<file path="config.mk">
export PLATFORM = sky130hd
export DESIGN_NAME = axis_fifo_wrap_flat
export DESIGN_NICKNAME = d
export VERILOG_FILES = /design/src/rtl/axis_fifo_wrap_if.sv /design/src/rtl/axis_fifo_wrap.sv /design/src/flat_wrapper.sv
export SDC_FILE = /design/constraint.sdc
export NUM_CORES = 1
export LEC_CHECK = 0
export ABC_AREA = 1
export BUFFER_PORTS_ARGS = -buffer_cell sky130_fd_sc_hd__buf_2
export CAP_MARGIN = 10
export CORE_ASPECT_RATIO = 0.7
export CORE_UTILIZATION = 55
export CTS_BUF_LIST = sky130_fd_sc_hd__clkbuf_8
export CTS_CLUSTER_SIZE = 16
export DETAILED_ROUTE_END_ITERATION = 6
export GPL_ROUTABILITY_DRIVEN = 0
export HOLD_SLACK_MARGIN = 0.1
export PLACE_DENSITY = 0.72
export SLEW_MARGIN = 40
export SYNTH_ARGS = -nofsm -noshare
export SYNTH_HDL_FRONTEND = slang
export SYNTH_SLANG_ARGS = --single-unit
</file>
<file path="constraint.sdc">
create_clock -name axis_clk -period 2.6 [get_ports axis_clk]
set_input_delay 0.52 -clock axis_clk [delete_from_list [all_inputs] [get_ports axis_clk]]
set_output_delay 0.52 -clock axis_clk [all_outputs]
set_load 0.005 [all_outputs]
</file>
<file path="src/rtl/axis_fifo_wrap_if.sv">
// AXI4-Stream bundle used on both sides of axis_fifo_wrap.
// The master drives payload and tvalid, and the slave drives tready.
interface axis_fifo_wrap_if #(
  parameter int DATA_W = 8,
  parameter int ID_W   = 1,
  parameter int DEST_W = 1,
  parameter int USER_W = 1
);
  localparam int DATA_BW = DATA_W / 8;

  logic               tvalid;
  logic               tready;
  logic [DATA_W-1:0]  tdata;
  logic [DATA_BW-1:0] tstrb;
  logic [DATA_BW-1:0] tkeep;
  logic               tlast;
  logic [ID_W-1:0]    tid;
  logic [DEST_W-1:0]  tdest;
  logic [USER_W-1:0]  tuser;

  modport master (
    output tvalid, tdata, tstrb, tkeep, tlast, tid, tdest, tuser,
    input  tready
  );

  modport slave (
    input  tvalid, tdata, tstrb, tkeep, tlast, tid, tdest, tuser,
    output tready
  );
endinterface

</file>
<file path="src/rtl/axis_fifo_wrap.sv">
// Single-clock first-word-fall-through AXI4-Stream FIFO.
// The FIFO carries tdata and all sideband fields unmodified.
module axis_fifo_wrap #(
  parameter int DEPTH  = 32,
  parameter int DATA_W = 8,
  parameter int ID_W   = 1,
  parameter int DEST_W = 1,
  parameter int USER_W = 1
) (
  input  logic             axis_clk,
  input  logic             axis_rst,
  axis_fifo_wrap_if.slave  s_axis,
  axis_fifo_wrap_if.master m_axis
);
  localparam int DATA_BW = DATA_W / 8;
  localparam int AW      = $clog2(DEPTH);
  localparam int ENTRY_W = DATA_W + 2*DATA_BW + 1 + ID_W + DEST_W + USER_W;
  localparam logic [AW:0] PTR_ONE = {{AW{1'b0}}, 1'b1};

  logic [AW:0]        wptr_r;
  logic [AW:0]        rptr_r;
  logic [AW:0]        wptr_nxt_s;
  logic [AW:0]        rptr_nxt_s;
  logic               ready_r;
  logic               empty_s;
  logic               full_nxt_s;
  logic               wr_s;
  logic               rd_s;
  logic [ENTRY_W-1:0] mem_r [DEPTH];
  logic [ENTRY_W-1:0] wr_entry_s;
  logic [ENTRY_W-1:0] rd_entry_s;

  assign empty_s = (wptr_r == rptr_r);
  // ready_r is the registered !full and is held low in reset, so it gates writes.
  assign wr_s    = s_axis.tvalid & ready_r;
  assign rd_s    = m_axis.tready & ~empty_s;

  // Next-state pointers, used both for the update and for look-ahead full.
  always_comb begin
    wptr_nxt_s = wptr_r;
    rptr_nxt_s = rptr_r;
    if (wr_s) begin
      wptr_nxt_s = wptr_r + PTR_ONE;
    end else begin
      wptr_nxt_s = wptr_r;
    end
    if (rd_s) begin
      rptr_nxt_s = rptr_r + PTR_ONE;
    end else begin
      rptr_nxt_s = rptr_r;
    end
  end

  assign full_nxt_s = (wptr_nxt_s[AW-1:0] == rptr_nxt_s[AW-1:0]) &&
                      (wptr_nxt_s[AW] != rptr_nxt_s[AW]);

  // Pointer and ready state; reset drops every stored word at once.
  always_ff @(posedge axis_clk or posedge axis_rst) begin
    if (axis_rst) begin
      wptr_r  <= '0;
      rptr_r  <= '0;
      ready_r <= 1'b0;
    end else begin
      wptr_r  <= wptr_nxt_s;
      rptr_r  <= rptr_nxt_s;
      ready_r <= ~full_nxt_s;
    end
  end

  assign wr_entry_s = {s_axis.tdata, s_axis.tstrb, s_axis.tkeep, s_axis.tlast,
                       s_axis.tid, s_axis.tdest, s_axis.tuser};

  // Storage array; the contents are intentionally left unreset.
  always_ff @(posedge axis_clk) begin
    if (wr_s) begin
      mem_r[wptr_r[AW-1:0]] <= wr_entry_s;
    end
  end

  assign rd_entry_s = mem_r[rptr_r[AW-1:0]];

  assign s_axis.tready = ready_r;
  assign m_axis.tvalid = ~empty_s;
  assign {m_axis.tdata, m_axis.tstrb, m_axis.tkeep, m_axis.tlast,
          m_axis.tid, m_axis.tdest, m_axis.tuser} = rd_entry_s;
endmodule

</file>
<file path="src/flat_wrapper.sv">
// flat-port wrapper written by rule: the top's interface ports become plain ports
module axis_fifo_wrap_flat 
#(
  parameter int DEPTH  = 32,
  parameter int DATA_W = 8,
  parameter int ID_W   = 1,
  parameter int DEST_W = 1,
  parameter int USER_W = 1
)
  (axis_clk, axis_rst, s_axis_tvalid, s_axis_tdata, s_axis_tstrb, s_axis_tkeep, s_axis_tlast, s_axis_tid, s_axis_tdest, s_axis_tuser, s_axis_tready, m_axis_tvalid, m_axis_tdata, m_axis_tstrb, m_axis_tkeep, m_axis_tlast, m_axis_tid, m_axis_tdest, m_axis_tuser, m_axis_tready);
  axis_fifo_wrap_if #(.DATA_W(DATA_W), .ID_W(ID_W), .DEST_W(DEST_W), .USER_W(USER_W)) s_axis_i ();
  axis_fifo_wrap_if #(.DATA_W(DATA_W), .ID_W(ID_W), .DEST_W(DEST_W), .USER_W(USER_W)) m_axis_i ();
  input  logic axis_clk;
  input  logic axis_rst;
  input wire logic [$bits(s_axis_i.tvalid)-1:0] s_axis_tvalid;
  input wire logic [$bits(s_axis_i.tdata)-1:0] s_axis_tdata;
  input wire logic [$bits(s_axis_i.tstrb)-1:0] s_axis_tstrb;
  input wire logic [$bits(s_axis_i.tkeep)-1:0] s_axis_tkeep;
  input wire logic [$bits(s_axis_i.tlast)-1:0] s_axis_tlast;
  input wire logic [$bits(s_axis_i.tid)-1:0] s_axis_tid;
  input wire logic [$bits(s_axis_i.tdest)-1:0] s_axis_tdest;
  input wire logic [$bits(s_axis_i.tuser)-1:0] s_axis_tuser;
  output wire logic [$bits(s_axis_i.tready)-1:0] s_axis_tready;
  output wire logic [$bits(m_axis_i.tvalid)-1:0] m_axis_tvalid;
  output wire logic [$bits(m_axis_i.tdata)-1:0] m_axis_tdata;
  output wire logic [$bits(m_axis_i.tstrb)-1:0] m_axis_tstrb;
  output wire logic [$bits(m_axis_i.tkeep)-1:0] m_axis_tkeep;
  output wire logic [$bits(m_axis_i.tlast)-1:0] m_axis_tlast;
  output wire logic [$bits(m_axis_i.tid)-1:0] m_axis_tid;
  output wire logic [$bits(m_axis_i.tdest)-1:0] m_axis_tdest;
  output wire logic [$bits(m_axis_i.tuser)-1:0] m_axis_tuser;
  input wire logic [$bits(m_axis_i.tready)-1:0] m_axis_tready;
  assign s_axis_i.tvalid = s_axis_tvalid;
  assign s_axis_i.tdata = s_axis_tdata;
  assign s_axis_i.tstrb = s_axis_tstrb;
  assign s_axis_i.tkeep = s_axis_tkeep;
  assign s_axis_i.tlast = s_axis_tlast;
  assign s_axis_i.tid = s_axis_tid;
  assign s_axis_i.tdest = s_axis_tdest;
  assign s_axis_i.tuser = s_axis_tuser;
  assign s_axis_tready = s_axis_i.tready;
  assign m_axis_tvalid = m_axis_i.tvalid;
  assign m_axis_tdata = m_axis_i.tdata;
  assign m_axis_tstrb = m_axis_i.tstrb;
  assign m_axis_tkeep = m_axis_i.tkeep;
  assign m_axis_tlast = m_axis_i.tlast;
  assign m_axis_tid = m_axis_i.tid;
  assign m_axis_tdest = m_axis_i.tdest;
  assign m_axis_tuser = m_axis_i.tuser;
  assign m_axis_i.tready = m_axis_tready;
  axis_fifo_wrap #(.DEPTH(DEPTH), .DATA_W(DATA_W), .ID_W(ID_W), .DEST_W(DEST_W), .USER_W(USER_W)) u_core (.axis_clk(axis_clk), .axis_rst(axis_rst), .s_axis(s_axis_i), .m_axis(m_axis_i));
endmodule
</file>
# Word-level counts from Yosys, hierarchy flattened

Memory sizes are Yosys's and may differ from the RTL's.
Index checks and enable logic that the tools add are counted.

Register bits after elaboration: 13
Bits in writable memories: 448
Input port bits: 18
Output and inout port bits: 16
Word-level logic and storage cells: 18
Memories kept: 1

Add/subtract/negate cells: 2
Equality and inequality tests: 3
Multiplexer cells: 4
Bitwise logic cells: 4
Reduce and logical (&&, ||, !) cells: 1

Memory list:

| memory       | depth | width | read ports | clocked after Yosys merged registers in | write ports | RTL line             | source |
|---|---|---|---|---|---|---|---|
| u_core.mem_r | 32    | 14    | 1          | 0                                       | 1           | axis_fifo_wrap.sv:29 | `logic [ENTRY_W-1:0] mem_r [DEPTH];` |

Operators by type and width:

| kind                                                          | number |
|---|---|
| 6-bit by 1-bit adder with 6-bit output, second input constant | 2 |
| 6-bit two-way mux                                             | 2 |
| 6-bit equality test                                           | 1 |
| 5-bit equality test                                           | 1 |
| 1-bit bitwise AND                                             | 2 |
| 1-bit two-way mux                                             | 2 |
| 1-bit NOT                                                     | 2 |
| 1-bit logical AND                                             | 1 |
| 1-bit != test                                                 | 1 |

# Depth between registers and ports, before layout

Depth in word-level cells: 7
Depth in mapped cells: 14

# Least setup slack after synthesis

No wires, ideal clock.

Path kind: input to register
Start: input s_axis_tvalid
End: register u_core.ready_r, in the netlist u_core.s_axis.tready
Setup time: 65 ps
Arrival: 2131 ps
Path slack: 404 ps
Stages: 11
Buffers on the path: 0
Cells stage by stage: nand2_1 -> nor2_1 -> inv_1 -> nor2_1 -> inv_1 -> nor2_1 -> nor2_1 -> nand3b_1 -> nand2_1 -> nor2_1 -> nand2_1

Word-level cells in the longest chain between the ends: 5
Elaborated cells on any way between the ends: 6
Classes of those cells: 2 x eq/ne; 1 x mux; 2 x bitwise; 1 x reduce/logical

RTL lines:

| element                  | RTL line             | source |
|---|---|---|
| from (decl)              | flat_wrapper.sv:15   | `input wire logic [$bits(s_axis_i.tvalid)-1:0] s_axis_tvalid;` |
| 1-bit bitwise AND        | axis_fifo_wrap.sv:35 | `assign wr_s = s_axis.tvalid & ready_r;` |
| 6-bit two-way mux        | axis_fifo_wrap.sv:42 | `if (wr_s) begin` |
| via u_core.wptr_nxt_s[4] | axis_fifo_wrap.sv:22 | `logic [AW:0] wptr_nxt_s;` |
| 5-bit equality test      | axis_fifo_wrap.sv:54 | `assign full_nxt_s = (wptr_nxt_s[AW-1:0] == rptr_nxt_s[AW-1:0]) &&` |
| 1-bit logical AND        | axis_fifo_wrap.sv:54 |  |
| 1-bit NOT                | axis_fifo_wrap.sv:66 | `ready_r <= ~full_nxt_s;` |
| to (signal assigned)     | axis_fifo_wrap.sv:66 |  |
| to (decl)                | axis_fifo_wrap.sv:24 | `logic ready_r;` |

The timed path passes the listed nets, and every way through them passes these cells.

# Worst setup path in the final report

Start: register u_core.rptr_r[0]
End: output m_axis_tdata[1]

Word-level cells in the longest chain between the ends: 1

RTL lines:

| element                | RTL line             | source |
|---|---|---|
| from (decl)            | axis_fifo_wrap.sv:21 | `logic [AW:0] rptr_r;` |
| from (signal assigned) | axis_fifo_wrap.sv:65 | `rptr_r <= rptr_nxt_s;` |
| memory 32 x 14 bit     | n/a                  |  |
| to (decl)              | flat_wrapper.sv:25   | `output wire logic [$bits(m_axis_i.tdata)-1:0] m_axis_tdata;` |

Every way passes these cells.

==> summary.md <==
| Metric | Value |
|---|---|
| Antenna fix cells | 0 |
| Routed Antenna Nets | 0 |
| Post-DR wirelength/cell | ~23 µm |
| Post-Synth XOR/XNOR Area | 0.001882 |
| Worst hold path type | input pin to register |
| Ratio of cells with drive above 1 in the final layout | 0.1596 |
| Max cap viols | 0 |
| R2R Setup Slk | ~0.42 ns |
| Inst Count DP | approximately 1900 |
| Pwr dens | approximately 1100 nW/µm² |
| Leak | between 7 and 8 nW |
| Synthesis-stage register bit count | 461 |
| Total GRT Usage | 0.2728 |
| Crit path capture | m_axis_tdata[1] |
| Port bufs | 33 |
| RSZ-0062 raised after global routing | true |
| Cell count after synthesis | 1474 |
| Synth warnings | 0 |
| Setup violators final | 14 |
| Core footprint | 32830 µm² |
| Placement Cell Area | between 15000 and 20000 µm² |
| Drt drc | 0 |
| Post-synth EDFFs | 448 |
| Synth Area in Simple Gates | 0.1086 |
| Peak supply drop | approximately 0.0006 V |
| Clk Latency, worst-skew pair | 0.62 ns |
| Mux contribution to synthesized area | 0 |
| Netlist cell types | 29 |
| Final instance area | about 21000 µm² |
| Fraction of the cycle the final worst path needs | 1.204 |
| Die area | ~35000 µm² |
| TritonCTS clock tree | built |
| Post-synthesis net count | 1497 |
| 1st-pass router iterations | 5 |
| Seq/Total Area, Yosys | 0.7403 |
| FMAX | 319.4 MHz |
| Final std cells w/o fill | roughly 2000 |
| Die width | roughly 220 µm |
| Setup crit start kind | register |
| Slew Viols, Final | 0 |
| Int Power | 0.01440 W |
| WS Path Type | register to primary output |
| Logic gate share of total power | 0.381 |
| Reg power frac | 0.385 |
| Clk sinks | roughly 460 |
| Iter 0 DRT Violations | 1463 |
| Mapped Area | between 15000 and 20000 µm² |
| CP endpoint kind | primary output |
| Vias in the first global route | around 12000 |
| Synth top area share | 0.7228 |
| Failing checks | setup timing |
| Largest family of logic cells by synthesized area | compound AO/OA/AOI/OAI gates |
| Num CTS Buffers | 68 |
| Req. time, crit path | 2.08 ns |
| Row Count | between 50 and 60 |
| Root Buffer | clkbuf_8 |
| First-pass GRT wire length | roughly 70000 µm |
| Worst-path clk slew | approximately 0.070 ns |
| Layout area overhead | 13.95% |
| Critical R2R Launch | u_core.rptr_r[0] |
| Worst Slack Setup Final | -0.5305 ns |
| Die H | ~160 µm |
| Top-Level Pins | 34 |
| R2r endpoint | u_core.s_axis.tready |
| Minimum clock period | 3.131 ns |
| Measured slew at the worst slew-check pin | between 0.7 and 0.8 ns |
| Syn Area/Cell | between 10 and 15 µm² |
| Synth Area in Compound Gates | 0.1100 |
| Worst rel slew slack | 0.5202 |
| FF-to-FF path depth | 15 |
| Leading post-synthesis cells by cell area | edfxtp_1 72%, nor2_1 6.2%, o21ai_0 6.2%, nand2_1 2.4%, o22ai_1 2.0% |
| Final hold viol count | 0 |
| Critical Path AT | approximately 2.6 ns |
| Clock share of power | 0.234 |
| Status | complete, but fails checks |
| Top_reg_cell synth | edfxtp_1 |
| Drt total wl | roughly 47000 µm |
| Initial antenna violation count | 1 |
| Largest net degree at the start of global routing | 58 |
| Routed vias | around 12000 |
| Sw power | approximately 0.0088 W |
| Async S/R FF share, synth | 0.02820 |
| Skew final | between 0.02 and 0.025 ns |
| Initial Util | 0.5670 |
| Largest fanout on the critical path | 7 |
| Worst Setup SP | u_core.rptr_r[0] |
| Top cell type by total area after synthesis | edfxtp_1 |
| Via/cell ratio | between 6 and 7 |
| CTS Buffer Depth | 3 |
| Nets | around 1600 |
| Gr ovfl total | 0 |
| Placed wire-length estimate | around 27000 µm |
| Adder-cell share of the synthesized area | 0.003361 |
| Sw frac | 0.3789 |
| # H-tree levels | 3 |
==> power by group through the flow <==
stage	Combinational [W]	Clock, W	Sequential, W
global placement	0.00782	0	0.00904
detailed placement	0.00797	0	0.00905
finish	0.00884	0.00543	0.00892
global route	0.00952	0.00578	0.00894
floorplan	0.00508	0	0.00887
CTS	0.00839	0.00547	0.00889
==> Yosys cell counts (6+ instances only) <==
cell type / count
nand3_1: 47
o211ai_1: 37
o21ai_1: 20
inv_1: 36
dfrtp_1: 13
buf_4: 10
o221ai_1: 15
o21ai_0: 230
edfxtp_1: 448
nand4_1: 13
o22ai_1: 60
buf_2: 30
nor2_1: 308
buf_6: 9
nand2_1: 121
inv_2: 6
clkbuf_1: 42
==> logic make-up after synthesis <==
family	count (synthesis)
buffers and inverters	139
AO/OA/AOI/OAI	364
XOR/XNOR	4
adder cells (fa/ha/maj)	5
AND/OR/NAND/NOR	501
flip-flops	461
==> worst max-delay path, stage by stage (launching register included) <==
cell      delay, ns
dfrtp_4        0.57
buf_12         0.18
buf_16         0.15
nor2_2         0.12
nor2_1         0.05
o21ai_1        0.09
o211ai_1       0.16
nand3_1        0.17
nand4_1        0.18
o21ai_1        0.15
inv_1          0.06
buf_2          0.12
==> metrics by stage <==
stage	hold slack, ns	setup WS, ns	util	power, W	TNS, ns
after floorplan	0.3970	0.4042	-	0.01395	0
after global placement	0.5853	0.06142	0.5962	0.01686	0
after detailed placement	0.6067	0.06387	0.5962	0.01702	0
after CTS	0.2717	-0.5796	0.6394	0.02275	-7.639
after global routing	0.2849	-0.6354	0.6461	0.02424	-8.161
final	0.2999	-0.5305	0.6461	0.02318	-6.748
==> per-layer routing <==
metal,vias to the layer above,global-route usage,share of wire
li1,5572,-,-
met1,6080,0.3881,0.43
met2,637,0.4242,0.46
met3,82,0.05235,0.086
met4,0,0.09788,0.027
met5,-,0,0
==> final cells by class <==
type / count / area [µm²]
clock buffer: 70 / 963.4
sequential: 461 / 13790
timing repair buffer: 118 / 1151
fill: 2408 / 11620
inverter: 44 / 175.2
clock inverter: 50 / 269.0
tap: 427 / 534.3
multi-input combinational: 874 / 4330
==> worst min-delay path by stage <==
stage,start,endpoint,slack [ns],cells past startpoint
5_1_grt,m_axis_tready,u_core.rptr_r[3],0.28,3
4_1_cts,m_axis_tready,u_core.rptr_r[3],0.27,3
3_5_place_dp,u_core.wptr_r[5],u_core.wptr_r[5],0.61,2
3_3_place_gp,u_core.wptr_r[5],u_core.wptr_r[5],0.59,2
2_1_floorplan,axis_rst,u_core.rptr_r[0],0.40,1
6_report,m_axis_tready,u_core.rptr_r[3],0.30,3
==> state kept, by name, indices dropped and copies added, names as in the netlist <==
register,cells
u_core.mem_r,448
u_core.rptr_r,6
u_core.wptr_r,6
u_core.s_axis.tready,1
==> layout by cell type, fill, tap and decap left out, types with 13 or more instances in the layout <==
master	synthesis	layout
o211ai_1	37	37
inv_1	36	55
o22ai_1	60	60
clkbuf_8	0	70
o21ai_1	20	35
nor2_1	308	289
buf_12	0	14
nor2_2	3	15
nand3_1	47	38
buf_4	10	59
buf_2	30	32
o21ai_0	230	208
nand2_1	121	119
edfxtp_1	448	448
nand4_1	13	13
o221ai_1	15	14
clkinv_1	0	17
==> what timing repair did <==
| action | in CTS | in global routing |
|---|---|---|
| hold buffers | 1 | 0 |
| gates resized for setup | 27 | 52 |
| setup buffers | 5 | 0 |
| gates cloned | 2 | 3 |
| setup endpoints to repair | 15 | 15 |
| pin swaps | 14 | 26 |
| hold endpoints to repair | 13 | 0 |
(Power assumes the default switching activity.)
